===== src/rtl/alu_issue_if.sv =====
// ============================================================================
// Module      : alu_issue_if
// Description : Issue/ALU/write-back bundle between the ID stage and the ALU.
// Revision    : 1.0
// ============================================================================
`default_nettype none

interface alu_issue_if;
    logic        in_valid;
    logic        in_ready;
    logic [31:0] instr;
    logic [31:0] rs_data;
    logic [31:0] rt_data;
    logic [3:0]  alu_op;
    logic [31:0] alu_a;
    logic [31:0] alu_b;
    logic [31:0] alu_result;
    logic        out_valid;
    logic        out_ready;
    logic        wb_valid;
    logic [4:0]  wb_rd;
    logic [31:0] wb_data;
    logic        illegal;
    logic        ovf_trap;

    modport slave (
        input  in_valid, instr, rs_data, rt_data, alu_result, out_ready,
        output in_ready, alu_op, alu_a, alu_b, out_valid,
               wb_valid, wb_rd, wb_data, illegal, ovf_trap
    );

    modport master (
        output in_valid, instr, rs_data, rt_data, alu_result, out_ready,
        input  in_ready, alu_op, alu_a, alu_b, out_valid,
               wb_valid, wb_rd, wb_data, illegal, ovf_trap
    );
endinterface

`default_nettype wire


===== src/rtl/alu_issue_ctrl.sv =====
// ============================================================================
// Module      : alu_issue_ctrl
// Description : Decodes MIPS ALU instructions into a FIFO, issues the head to
//               the ALU and registers the write-back. Optional overflow trap
//               enabled by macro ALU_ISSUE_OVF_TRAP_EN.
// Revision    : 1.0
// ============================================================================
`default_nettype none

module alu_issue_ctrl #(
    parameter int DEPTH = 2
) (
    input  wire         clk,
    input  wire         rst_n,
    alu_issue_if.slave  bus
);
    localparam int PW = $clog2(DEPTH);

    localparam logic [1:0] c_kind_norm = 2'd0;
    localparam logic [1:0] c_kind_ill  = 2'd1;
    localparam logic [1:0] c_kind_add  = 2'd2;
    localparam logic [1:0] c_kind_sub  = 2'd3;

    // ---------------------------------------------------------------- decode
    logic [5:0]  w_opcode, w_funct;
    logic [31:0] w_sext, w_zext, w_shamt;
    logic [3:0]  w_dec_op;
    logic [31:0] w_dec_a, w_dec_b;
    logic [4:0]  w_dec_rd;
    logic [1:0]  w_dec_kind;
    logic        w_unused_rs_field;

    assign w_opcode = bus.instr[31:26];
    assign w_funct  = bus.instr[5:0];
    assign w_sext   = {{16{bus.instr[15]}}, bus.instr[15:0]};
    assign w_zext   = {16'h0000, bus.instr[15:0]};
    assign w_shamt  = {27'd0, bus.instr[10:6]};
    assign w_unused_rs_field = &{1'b0, bus.instr[25:21]};

    always_comb begin
        w_dec_op   = 4'b0000;
        w_dec_a    = bus.rs_data;
        w_dec_b    = bus.rt_data;
        w_dec_rd   = bus.instr[15:11];
        w_dec_kind = c_kind_norm;
        if (w_opcode == 6'b000000) begin
            case (w_funct)
                6'b100000: begin w_dec_op = 4'b0010; w_dec_kind = c_kind_add; end
                6'b100001: w_dec_op = 4'b0000;
                6'b100010: begin w_dec_op = 4'b0011; w_dec_kind = c_kind_sub; end
                6'b100011: w_dec_op = 4'b0001;
                6'b100100: w_dec_op = 4'b0100;
                6'b100101: w_dec_op = 4'b0101;
                6'b100110: w_dec_op = 4'b0110;
                6'b100111: w_dec_op = 4'b0111;
                6'b101010: w_dec_op = 4'b1011;
                6'b101011: w_dec_op = 4'b1010;
                6'b000100: w_dec_op = 4'b1110;
                6'b000110: w_dec_op = 4'b1101;
                6'b000111: w_dec_op = 4'b1100;
                6'b000000: begin w_dec_op = 4'b1110; w_dec_a = w_shamt; end
                6'b000010: begin w_dec_op = 4'b1101; w_dec_a = w_shamt; end
                6'b000011: begin w_dec_op = 4'b1100; w_dec_a = w_shamt; end
                default:   w_dec_kind = c_kind_ill;
            endcase
        end else begin
            w_dec_rd = bus.instr[20:16];
            case (w_opcode)
                6'b001000: begin w_dec_op = 4'b0010; w_dec_b = w_sext; w_dec_kind = c_kind_add; end
                6'b001001: begin w_dec_op = 4'b0000; w_dec_b = w_sext; end
                6'b001010: begin w_dec_op = 4'b1011; w_dec_b = w_sext; end
                6'b001011: begin w_dec_op = 4'b1010; w_dec_b = w_sext; end
                6'b001100: begin w_dec_op = 4'b0100; w_dec_b = w_zext; end
                6'b001101: begin w_dec_op = 4'b0101; w_dec_b = w_zext; end
                6'b001110: begin w_dec_op = 4'b0110; w_dec_b = w_zext; end
                6'b001111: begin w_dec_op = 4'b1000; w_dec_b = w_zext; end
                default:   w_dec_kind = c_kind_ill;
            endcase
        end
        // Illegal entries travel as a harmless op 0 with zero operands.
        if (w_dec_kind == c_kind_ill) begin
            w_dec_op = 4'b0000;
            w_dec_a  = 32'd0;
            w_dec_b  = 32'd0;
            w_dec_rd = 5'd0;
        end
    end

    // ------------------------------------------------------------------ FIFO
    logic [3:0]  r_op_q   [DEPTH];
    logic [31:0] r_a_q    [DEPTH];
    logic [31:0] r_b_q    [DEPTH];
    logic [4:0]  r_rd_q   [DEPTH];
    logic [1:0]  r_kind_q [DEPTH];

    logic [PW-1:0] r_wr_ptr, r_rd_ptr;
    logic [PW:0]   r_count;
    logic          w_in_ready, w_out_valid, w_push, w_fire;

    assign w_in_ready  = rst_n & (r_count < (PW+1)'(DEPTH));
    assign w_out_valid = (r_count != '0);
    assign w_push      = bus.in_valid & w_in_ready;
    assign w_fire      = w_out_valid & bus.out_ready;

    always_ff @(posedge clk) begin
        if (w_push) begin
            r_op_q[r_wr_ptr]   <= w_dec_op;
            r_a_q[r_wr_ptr]    <= w_dec_a;
            r_b_q[r_wr_ptr]    <= w_dec_b;
            r_rd_q[r_wr_ptr]   <= w_dec_rd;
            r_kind_q[r_wr_ptr] <= w_dec_kind;
        end
    end

    always_ff @(posedge clk) begin
        if (!rst_n) begin
            r_wr_ptr <= '0;
            r_rd_ptr <= '0;
            r_count  <= '0;
        end else begin
            if (w_push) r_wr_ptr <= r_wr_ptr + PW'(1);
            if (w_fire) r_rd_ptr <= r_rd_ptr + PW'(1);
            case ({w_push, w_fire})
                2'b10:   r_count <= r_count + (PW+1)'(1);
                2'b01:   r_count <= r_count - (PW+1)'(1);
                default: r_count <= r_count;
            endcase
        end
    end

    logic [4:0] w_head_rd;
    logic [1:0] w_head_kind;

    assign w_head_rd   = r_rd_q[r_rd_ptr];
    assign w_head_kind = r_kind_q[r_rd_ptr];

    assign bus.in_ready  = w_in_ready;
    assign bus.out_valid = w_out_valid;
    assign bus.alu_op    = w_out_valid ? r_op_q[r_rd_ptr] : 4'b0000;
    assign bus.alu_a     = w_out_valid ? r_a_q[r_rd_ptr]  : 32'd0;
    assign bus.alu_b     = w_out_valid ? r_b_q[r_rd_ptr]  : 32'd0;

    // ------------------------------------------------------------ write-back
    logic w_trap;

`ifdef ALU_ISSUE_OVF_TRAP_EN
    logic w_a31, w_b31, w_r31;
    logic r_ovf_trap;

    assign w_a31  = bus.alu_a[31];
    assign w_b31  = bus.alu_b[31];
    assign w_r31  = bus.alu_result[31];
    assign w_trap = w_fire & (w_r31 != w_a31) &
                    (((w_head_kind == c_kind_add) & (w_a31 == w_b31)) |
                     ((w_head_kind == c_kind_sub) & (w_a31 != w_b31)));

    always_ff @(posedge clk) begin
        if (!rst_n) r_ovf_trap <= 1'b0;
        else        r_ovf_trap <= w_trap;
    end
    assign bus.ovf_trap = r_ovf_trap;
`else
    assign w_trap       = 1'b0;
    assign bus.ovf_trap = 1'b0;
`endif

    logic       w_wb_en;
    logic       r_wb_valid, r_illegal;
    logic [4:0] r_wb_rd;
    logic [31:0] r_wb_data;

    assign w_wb_en = w_fire & (w_head_kind != c_kind_ill) & (w_head_rd != 5'd0) & ~w_trap;

    always_ff @(posedge clk) begin
        if (!rst_n) begin
            r_wb_valid <= 1'b0;
            r_illegal  <= 1'b0;
            r_wb_rd    <= 5'd0;
            r_wb_data  <= 32'd0;
        end else begin
            r_wb_valid <= w_wb_en;
            r_illegal  <= w_fire & (w_head_kind == c_kind_ill);
            if (w_wb_en) begin
                r_wb_rd   <= w_head_rd;
                r_wb_data <= bus.alu_result;
            end
        end
    end

    assign bus.wb_valid = r_wb_valid;
    assign bus.wb_rd    = r_wb_rd;
    assign bus.wb_data  = r_wb_data;
    assign bus.illegal  = r_illegal;

endmodule

`default_nettype wire


===== src/flat_wrapper.sv =====
// flat-port wrapper written by rule: the top's interface ports become plain ports
module alu_issue_ctrl_flat 
#(
    parameter int DEPTH = 2
)
  (clk, rst_n, bus_in_valid, bus_instr, bus_rs_data, bus_rt_data, bus_alu_result, bus_out_ready, bus_in_ready, bus_alu_op, bus_alu_a, bus_alu_b, bus_out_valid, bus_wb_valid, bus_wb_rd, bus_wb_data, bus_illegal, bus_ovf_trap);
  alu_issue_if bus_i ();
  input  wire clk;
  input  wire rst_n;
  input wire logic [$bits(bus_i.in_valid)-1:0] bus_in_valid;
  input wire logic [$bits(bus_i.instr)-1:0] bus_instr;
  input wire logic [$bits(bus_i.rs_data)-1:0] bus_rs_data;
  input wire logic [$bits(bus_i.rt_data)-1:0] bus_rt_data;
  input wire logic [$bits(bus_i.alu_result)-1:0] bus_alu_result;
  input wire logic [$bits(bus_i.out_ready)-1:0] bus_out_ready;
  output wire logic [$bits(bus_i.in_ready)-1:0] bus_in_ready;
  output wire logic [$bits(bus_i.alu_op)-1:0] bus_alu_op;
  output wire logic [$bits(bus_i.alu_a)-1:0] bus_alu_a;
  output wire logic [$bits(bus_i.alu_b)-1:0] bus_alu_b;
  output wire logic [$bits(bus_i.out_valid)-1:0] bus_out_valid;
  output wire logic [$bits(bus_i.wb_valid)-1:0] bus_wb_valid;
  output wire logic [$bits(bus_i.wb_rd)-1:0] bus_wb_rd;
  output wire logic [$bits(bus_i.wb_data)-1:0] bus_wb_data;
  output wire logic [$bits(bus_i.illegal)-1:0] bus_illegal;
  output wire logic [$bits(bus_i.ovf_trap)-1:0] bus_ovf_trap;
  assign bus_i.in_valid = bus_in_valid;
  assign bus_i.instr = bus_instr;
  assign bus_i.rs_data = bus_rs_data;
  assign bus_i.rt_data = bus_rt_data;
  assign bus_i.alu_result = bus_alu_result;
  assign bus_i.out_ready = bus_out_ready;
  assign bus_in_ready = bus_i.in_ready;
  assign bus_alu_op = bus_i.alu_op;
  assign bus_alu_a = bus_i.alu_a;
  assign bus_alu_b = bus_i.alu_b;
  assign bus_out_valid = bus_i.out_valid;
  assign bus_wb_valid = bus_i.wb_valid;
  assign bus_wb_rd = bus_i.wb_rd;
  assign bus_wb_data = bus_i.wb_data;
  assign bus_illegal = bus_i.illegal;
  assign bus_ovf_trap = bus_i.ovf_trap;
  alu_issue_ctrl #(.DEPTH(DEPTH)) u_core (.clk(clk), .rst_n(rst_n), .bus(bus_i));
endmodule

===== config.mk =====
export PLATFORM = sky130hd
export DESIGN_NAME = alu_issue_ctrl_flat
export DESIGN_NICKNAME = d
export VERILOG_FILES = /design/src/rtl/alu_issue_if.sv /design/src/rtl/alu_issue_ctrl.sv /design/src/flat_wrapper.sv
export SDC_FILE = /design/constraint.sdc
export NUM_CORES = 1
export LEC_CHECK = 0
export ABC_CLOCK_PERIOD_IN_PS = 4500
export BUFFER_PORTS_ARGS = -buffer_cell sky130_fd_sc_hd__buf_2
export CORE_MARGIN = 5
export CORE_UTILIZATION = 47
export CTS_CLUSTER_SIZE = 8
export DETAILED_ROUTE_END_ITERATION = 16
export PLACE_DENSITY = 0.76
export SYNTH_ARGS = -nofsm -noshare
export SYNTH_HDL_FRONTEND = slang
export SYNTH_SLANG_ARGS = --single-unit

===== constraint.sdc =====
create_clock -name clk -period 4.5 [get_ports clk]
set_input_delay 0.45 -clock clk [delete_from_list [all_inputs] [get_ports clk]]
set_output_delay 0.45 -clock clk [all_outputs]
set_load 0.05 [all_outputs]

==> results.cfg, run 1 <==
[grt]
overflow = 0
grt_max_degree = 79
grt_pass1_vias = 5762
grt_antenna_before_repair = 6
grtUsageTotal = 0.182
grt_pass1_wl_um = 29400

[cts]
clockBufferDepth = 2
cts_tree = yes
clk_pin_slew_worst_paths_ns = 0.07
root_buffer = clkbuf_16
numCtsBuffers = 17
cts_sinks = 194
cts-resized-gates = 0
cts_hold_buf = 0
clkLatencyLatePin_ns = 0.42
cts_max_level = 4
postCtsSetupBuffers = 0

[setup_path]
cp_max_fo = 47
cp.arrival_ns = 2.52
end_kind = output pin
critPathLaunchType = register
criticalPathCategory = register to output pin
cp.required_ns = 4.05

[final_layout]
multi_input_area_sq_um = 2850
syn2layout_area_growth_pct = 22.4
seq_area_sq_um = 5390
drive_above_1_share = 0.315
n_fill_cell = 1505
finalNetCount = 1029

[sta]
max_slew.worst_pin.slew_ns = 1.07
finalMaxSlewViolations = 0
max_freq_mhz = 337
finalWorstPathRequiredPeriod_ns = 2.97
final.setup.worst_slack_ns = 1.53
setup_violations = 0
rsz0062_at_grt = no
slew_headroom = 0.285
setup_tns_ns = 0
fin_crit_sh = 0.659
finalHoldViolations = 0
fin_skew_ns = 0.00607

[synthesis]
synth_top_area_frac = 0.533
synth_seq_cells = 194
netlist_instances = 690
avgSynthCellArea_sq_um = 12.2
ys_top_cells_by_count = edfxtp_1 (150), nor2_1 (113), mux2i_1 (108)
yosysWarnings = 0
synth_area_sq_um = 8440
synth_fp_nets = 823
synthArstFlopShare = 0
synth.top_cells.by_area = edfxtp_1 (53%), mux2i_1 (13%), dfxtp_1 (10%)
yosys.area.top_type = edfxtp_1
synth_cell_types = 50
yosysMostFrequentCell = edfxtp_1
synth-edff-count = 150
synth_flop_cell = edfxtp_1
ys_seq_area_frac = 0.638

[route]
drt_iter0_drc = 324
routed_wl_um = 19700
vias_per_cell = 5.23
met3WireLength_um = 2200
wl_met2_um = 9520
ant_nets = 0
first_pass_iters = 4
drc = 0
wl_per_cell_um = 17.3
top_layer_used = met5
met1Wirelength_um = 7710
vias = 5950

[outcome]
status = completed

[placed_design]
io_buffer_count = 235
gp_congestion = 0.762
place_ws_ns = 1.48
dp_hpwl_um = 13100

[power_and_ir_drop]
p_per_area_nw_per_um2 = 558
p_leak_nw = 4.11
peakVddDrop_mv = 0.379

[floorplanning]
core-area_sq_um = 17800
start_util = 0.473
die_x_um = 144
chipHeight_um = 144
die-area_sq_um = 20700
ioPinCount = 242
std_cell_rows = 49

[flow_run]
maxCapViolCount = 0

[min_path]
hold_class = input pin to register
power breakdown:
| part | total, mW | leakage (nW) | switching [mW] | internal (mW) |
|---|---|---|---|---|
| clock network | 1.46 | 0.281 | 0.718 | 0.739 |
| registers | 2.19 | 1.79 | 0.117 | 2.07 |
| logic | 2.12 | 2.05 | 1.58 | 0.537 |
| total | 5.77 | 4.11 | 2.42 | 3.35 |
registers in the layout, indices dropped and copies added (netlist names), 2 cells and up, named ones only:
register            flops
u_core.r_a_q           64
u_core.r_b_q           64
u_core.bus.wb_data     32
u_core.r_rd_q          10
u_core.r_op_q           8
u_core.bus.wb_rd        5
u_core.r_kind_q         4
u_core.r_count          2
cell type report:
class | count | area share
Tap cell | 229 | 0.0277
Multi-Input combinational cell | 437 | 0.276
Inverter | 5 | 0.00182
Clock buffer | 17 | 0.0412
Sequential cell | 194 | 0.521
Timing Repair Buffer | 241 | 0.118
Antenna cell | 1 | 0.000242
Clock inverter | 14 | 0.0138
path summary, 6_finish.rpt:
kind / start / end / slack [ns] / cells after the start
setup reg to reg: register / u_core.bus.wb_data[14] / 1.78 / 4
setup / recovery: register / bus_alu_a[9] / 1.53 / 4
hold / removal: bus_alu_result[1] / u_core.bus.wb_data[1] / 0.27 / 3
hold reg to reg: u_core.bus.wb_data[10] / u_core.bus.wb_data[10] / 0.45 / 2
metal layers:
metal / vias up / GRT usage
li1: 2894 / -
met1: 2794 / 0.210
met2: 226 / 0.316
met3: 26 / 0.0784
met4: 10 / 0.0421
met5: - / 0
worst max-delay path, stage by stage, from the launching register on:
cell and delay, ns:
dfxtp_4 0.85, buf_4 0.60, mux2i_1 0.18, nor2_1 0.15
buf_2 0.30
cell usage in the layout, fill, tap and decap left out, types with 4 or more instances in the layout:
cell / count
buf_2: 235
edfxtp_1: 150
nor2_1: 111
mux2i_1: 108
nand2_1: 74
dfxtp_1: 43
nor3b_1: 27
clkbuf_16: 17
a22o_1: 16
a21oi_1: 12
nand3_1: 11
o21ai_0: 10
buf_4: 6
inv_1: 5
nor2b_1: 5
clkinv_4: 5
inv_8: 5
or3_1: 4
and2_1: 4
kinds of logic after synthesis:
kind of cell,count (synthesis),share of synthesized area
other cells,1,0.000444
simple gates,262,0.145
fa+ha+maj,1,0.00148
buf+inv,59,0.0305
compound gates,59,0.0499
flops,194,0.638
mux,110,0.131
xor+xnor,4,0.00415
per-stage QoR:
stage	utilization	power [mW]	cell area, sq um	instances	hold slack [ns]
6_report	0.579	5.77	10300	1138	0.267
5_1_grt	0.579	6.02	10300	1138	0.256
2_1_floorplan	-	3.85	8450	690	0.478
3_5_place_dp	0.547	4.38	9760	1106	0.445
3_3_place_gp	0.547	4.36	9760	1106	0.440
4_1_cts	0.579	5.82	10300	1137	0.248
Power figures use the tool's default switching activity.
==> run 2: changes to the inputs <==
Settings changed: ABC_AREA set to 1, ABC_CLOCK_PERIOD_IN_PS 4500 to 2900, CORE_UTILIZATION 47 to 53, PLACE_DENSITY 0.76 to 0.8.
Clock period 4.5 ns to 2.9 ns, I/O delays scaled along.
==> results.cfg, run 2 <==
[outcome]
status = completed

[final_layout]
syn2layout_area_growth_pct = 21.0
antenna_cells = 0
finalNetCount = 1337
n_fill_cell = 1361
drive_above_1_share = 0.294
mostFrequentLayoutCell = nand2_1
final_cell_mix = nand2_1 (284), buf_2 (235), edfxtp_1 (150)

[grt]
grt_pass1_vias = 7026
grtUsageTotal = 0.217
grt_antenna_before_repair = 0
overflow = 0
grt_pass1_wl_um = 34300
grt_max_degree = 51

[floorplanning]
std_cell_rows = 47
die_x_um = 140
start_util = 0.541
core-area_sq_um = 16600
ioPinCount = 242
die-area_sq_um = 19600
chipHeight_um = 140

[synthesis]
synth_top_area_frac = 0.502
yosysWarnings = 0
synth.top_cells.by_area = edfxtp_1 (50%), nand2_1 (12%), dfxtp_1 (9.8%)
synth_area_sq_um = 8970
synth_cell_types = 33
synth_flop_cell = edfxtp_1
synthArstFlopShare = 0
avgSynthCellArea_sq_um = 9.09
yosysMostFrequentCell = nand2_1
yosys.area.top_type = edfxtp_1
ys_seq_area_frac = 0.600
synth-edff-count = 150
ys_top_cells_by_count = nand2_1 (284), edfxtp_1 (150), inv_1 (133)
synth_fp_nets = 1120
netlist_instances = 987
synth_seq_cells = 194

[route]
first_pass_iters = 5
wl_per_cell_um = 14.9
ant_nets = 0
vias = 7308
routed_wl_um = 21500
drt_iter0_drc = 499
drc = 0
vias_per_cell = 5.09

[sta]
fin_skew_ns = 0.00971
finalWorstPathRequiredPeriod_ns = 2.48
setup_violations = 0
fin_crit_sh = 0.855
finalHoldViolations = 0
max_slew.worst_pin.slew_ns = 0.864
finalMaxSlewViolations = 0
setup_tns_ns = 0
slew_headroom = 0.424
rsz0062_at_grt = no
max_freq_mhz = 403

[setup_path]
criticalPathCategory = register to output pin
critPathTopFamily = buffers and inverters
cp.arrival_ns = 2.19
cp.required_ns = 2.61
worstPathCellList = inv_2 > buf_4 > nand2_1 > a21oi_1 > buf_2
crit_buf_inv = 3
slowest_delay_ns = 0.41
end_kind = output pin
cp_max_fo = 29
critPathLaunchType = register
cp_slowest_cell = buf_4

[placed_design]
io_buffer_count = 235
dp_hpwl_um = 14800
gp_congestion = 0.899

[cts]
cts_hold_buf = 0
postCtsSetupBuffers = 0
clockBufferDepth = 2
root_buffer = clkbuf_16
numCtsBuffers = 17
cts_sinks = 194
clk_pin_slew_worst_paths_ns = 0.07
cts_max_level = 4
cts_tree = yes
clkLatencyLatePin_ns = 0.43
cts-resized-gates = 0

[power_and_ir_drop]
p_leak_nw = 5.23
peakVddDrop_mv = 0.439
p_per_area_nw_per_um2 = 715
fin_total_pwr_mw = 7.76

[min_path]
hold_class = input pin to register

[flow_run]
maxCapViolCount = 0
[run 2: changes by cell type in the layout (fill, tap and decap cells not counted), sizes merged, moves of 41 or more]
cell / before / now
mux2i: 108 / 0
nand2: 74 / 308
inv: 13 / 155
nand3: 11 / 52
a21oi: 12 / 111
nor2: 114 / 55
[run 2: final cells by class]
type | count | area [sq um] | share of cell area
inverter | 149 | 559 | 0.0515
multi-input combinational | 590 | 2750 | 0.254
clock buffer | 18 | 429 | 0.0395
clock inverter | 14 | 124 | 0.0114
timing repair buffer | 252 | 1330 | 0.122
sequential | 194 | 5390 | 0.496
tap | 220 | 275 | 0.0254
[run 2: cell families (layout without fill, tap and decap cells)]
logic type,after synthesis,count (layout),share of synthesized area
other,1,1,0.000418
XOR/XNOR,1,1,0.000976
AND/OR/NAND/NOR,423,423,0.201
AO/OA/AOI/OAI,164,164,0.102
buffers and inverters,203,433,0.0947
flip-flops,194,194,0.600
adder cells (fa/ha/maj),1,1,0.00139
[run 2: path summary, 6_finish.rpt]
kind	from	end	slack [ns]	cells after the start
max	register	bus_alu_b[8]	0.42	5
min	bus_alu_result[7]	u_core.bus.wb_data[7]	0.13	3
max reg2reg	register	u_core.bus.wb_data[6]	0.80	7
min reg2reg	u_core.r_rd_ptr	u_core.r_rd_ptr	0.46	1
[run 2: metal layers]
layer	vias up	global-route usage	wire (um)
li1	3609	-	-
met1	3364	0.276	8720
met2	305	0.366	10500
met3	30	0.0549	1730
met4	0	0.0704	464
met5	-	0	0
[run 2: power by group]
group	leakage (nW)	switching, mW	internal, mW
Sequential	1.76	0.0598	3.16
Combinational	3.21	1.83	0.510
Clock	0.256	1.07	1.13
Total	5.23	2.96	4.80
[run 2: worst min-delay path: cells and delay by family]
kind            cells  cell delay (ns)
simple gates        1             0.06
buf+inv             1             0.09
compound gates      1             0.06
[run 2: stage by stage]
stage | std cells | hold slack (ns) | cell area, sq um | util | setup WS [ns]
after floorplan | 987 | 0.411 | 8990 | - | 0.196
after global placement | 1405 | 0.433 | 10300 | 0.621 | 0.539
after detailed placement | 1405 | 0.433 | 10300 | 0.621 | 0.456
after CTS | 1437 | 0.116 | 10900 | 0.655 | 0.385
after global routing | 1437 | 0.123 | 10900 | 0.655 | 0.262
final | 1437 | 0.129 | 10900 | 0.655 | 0.420
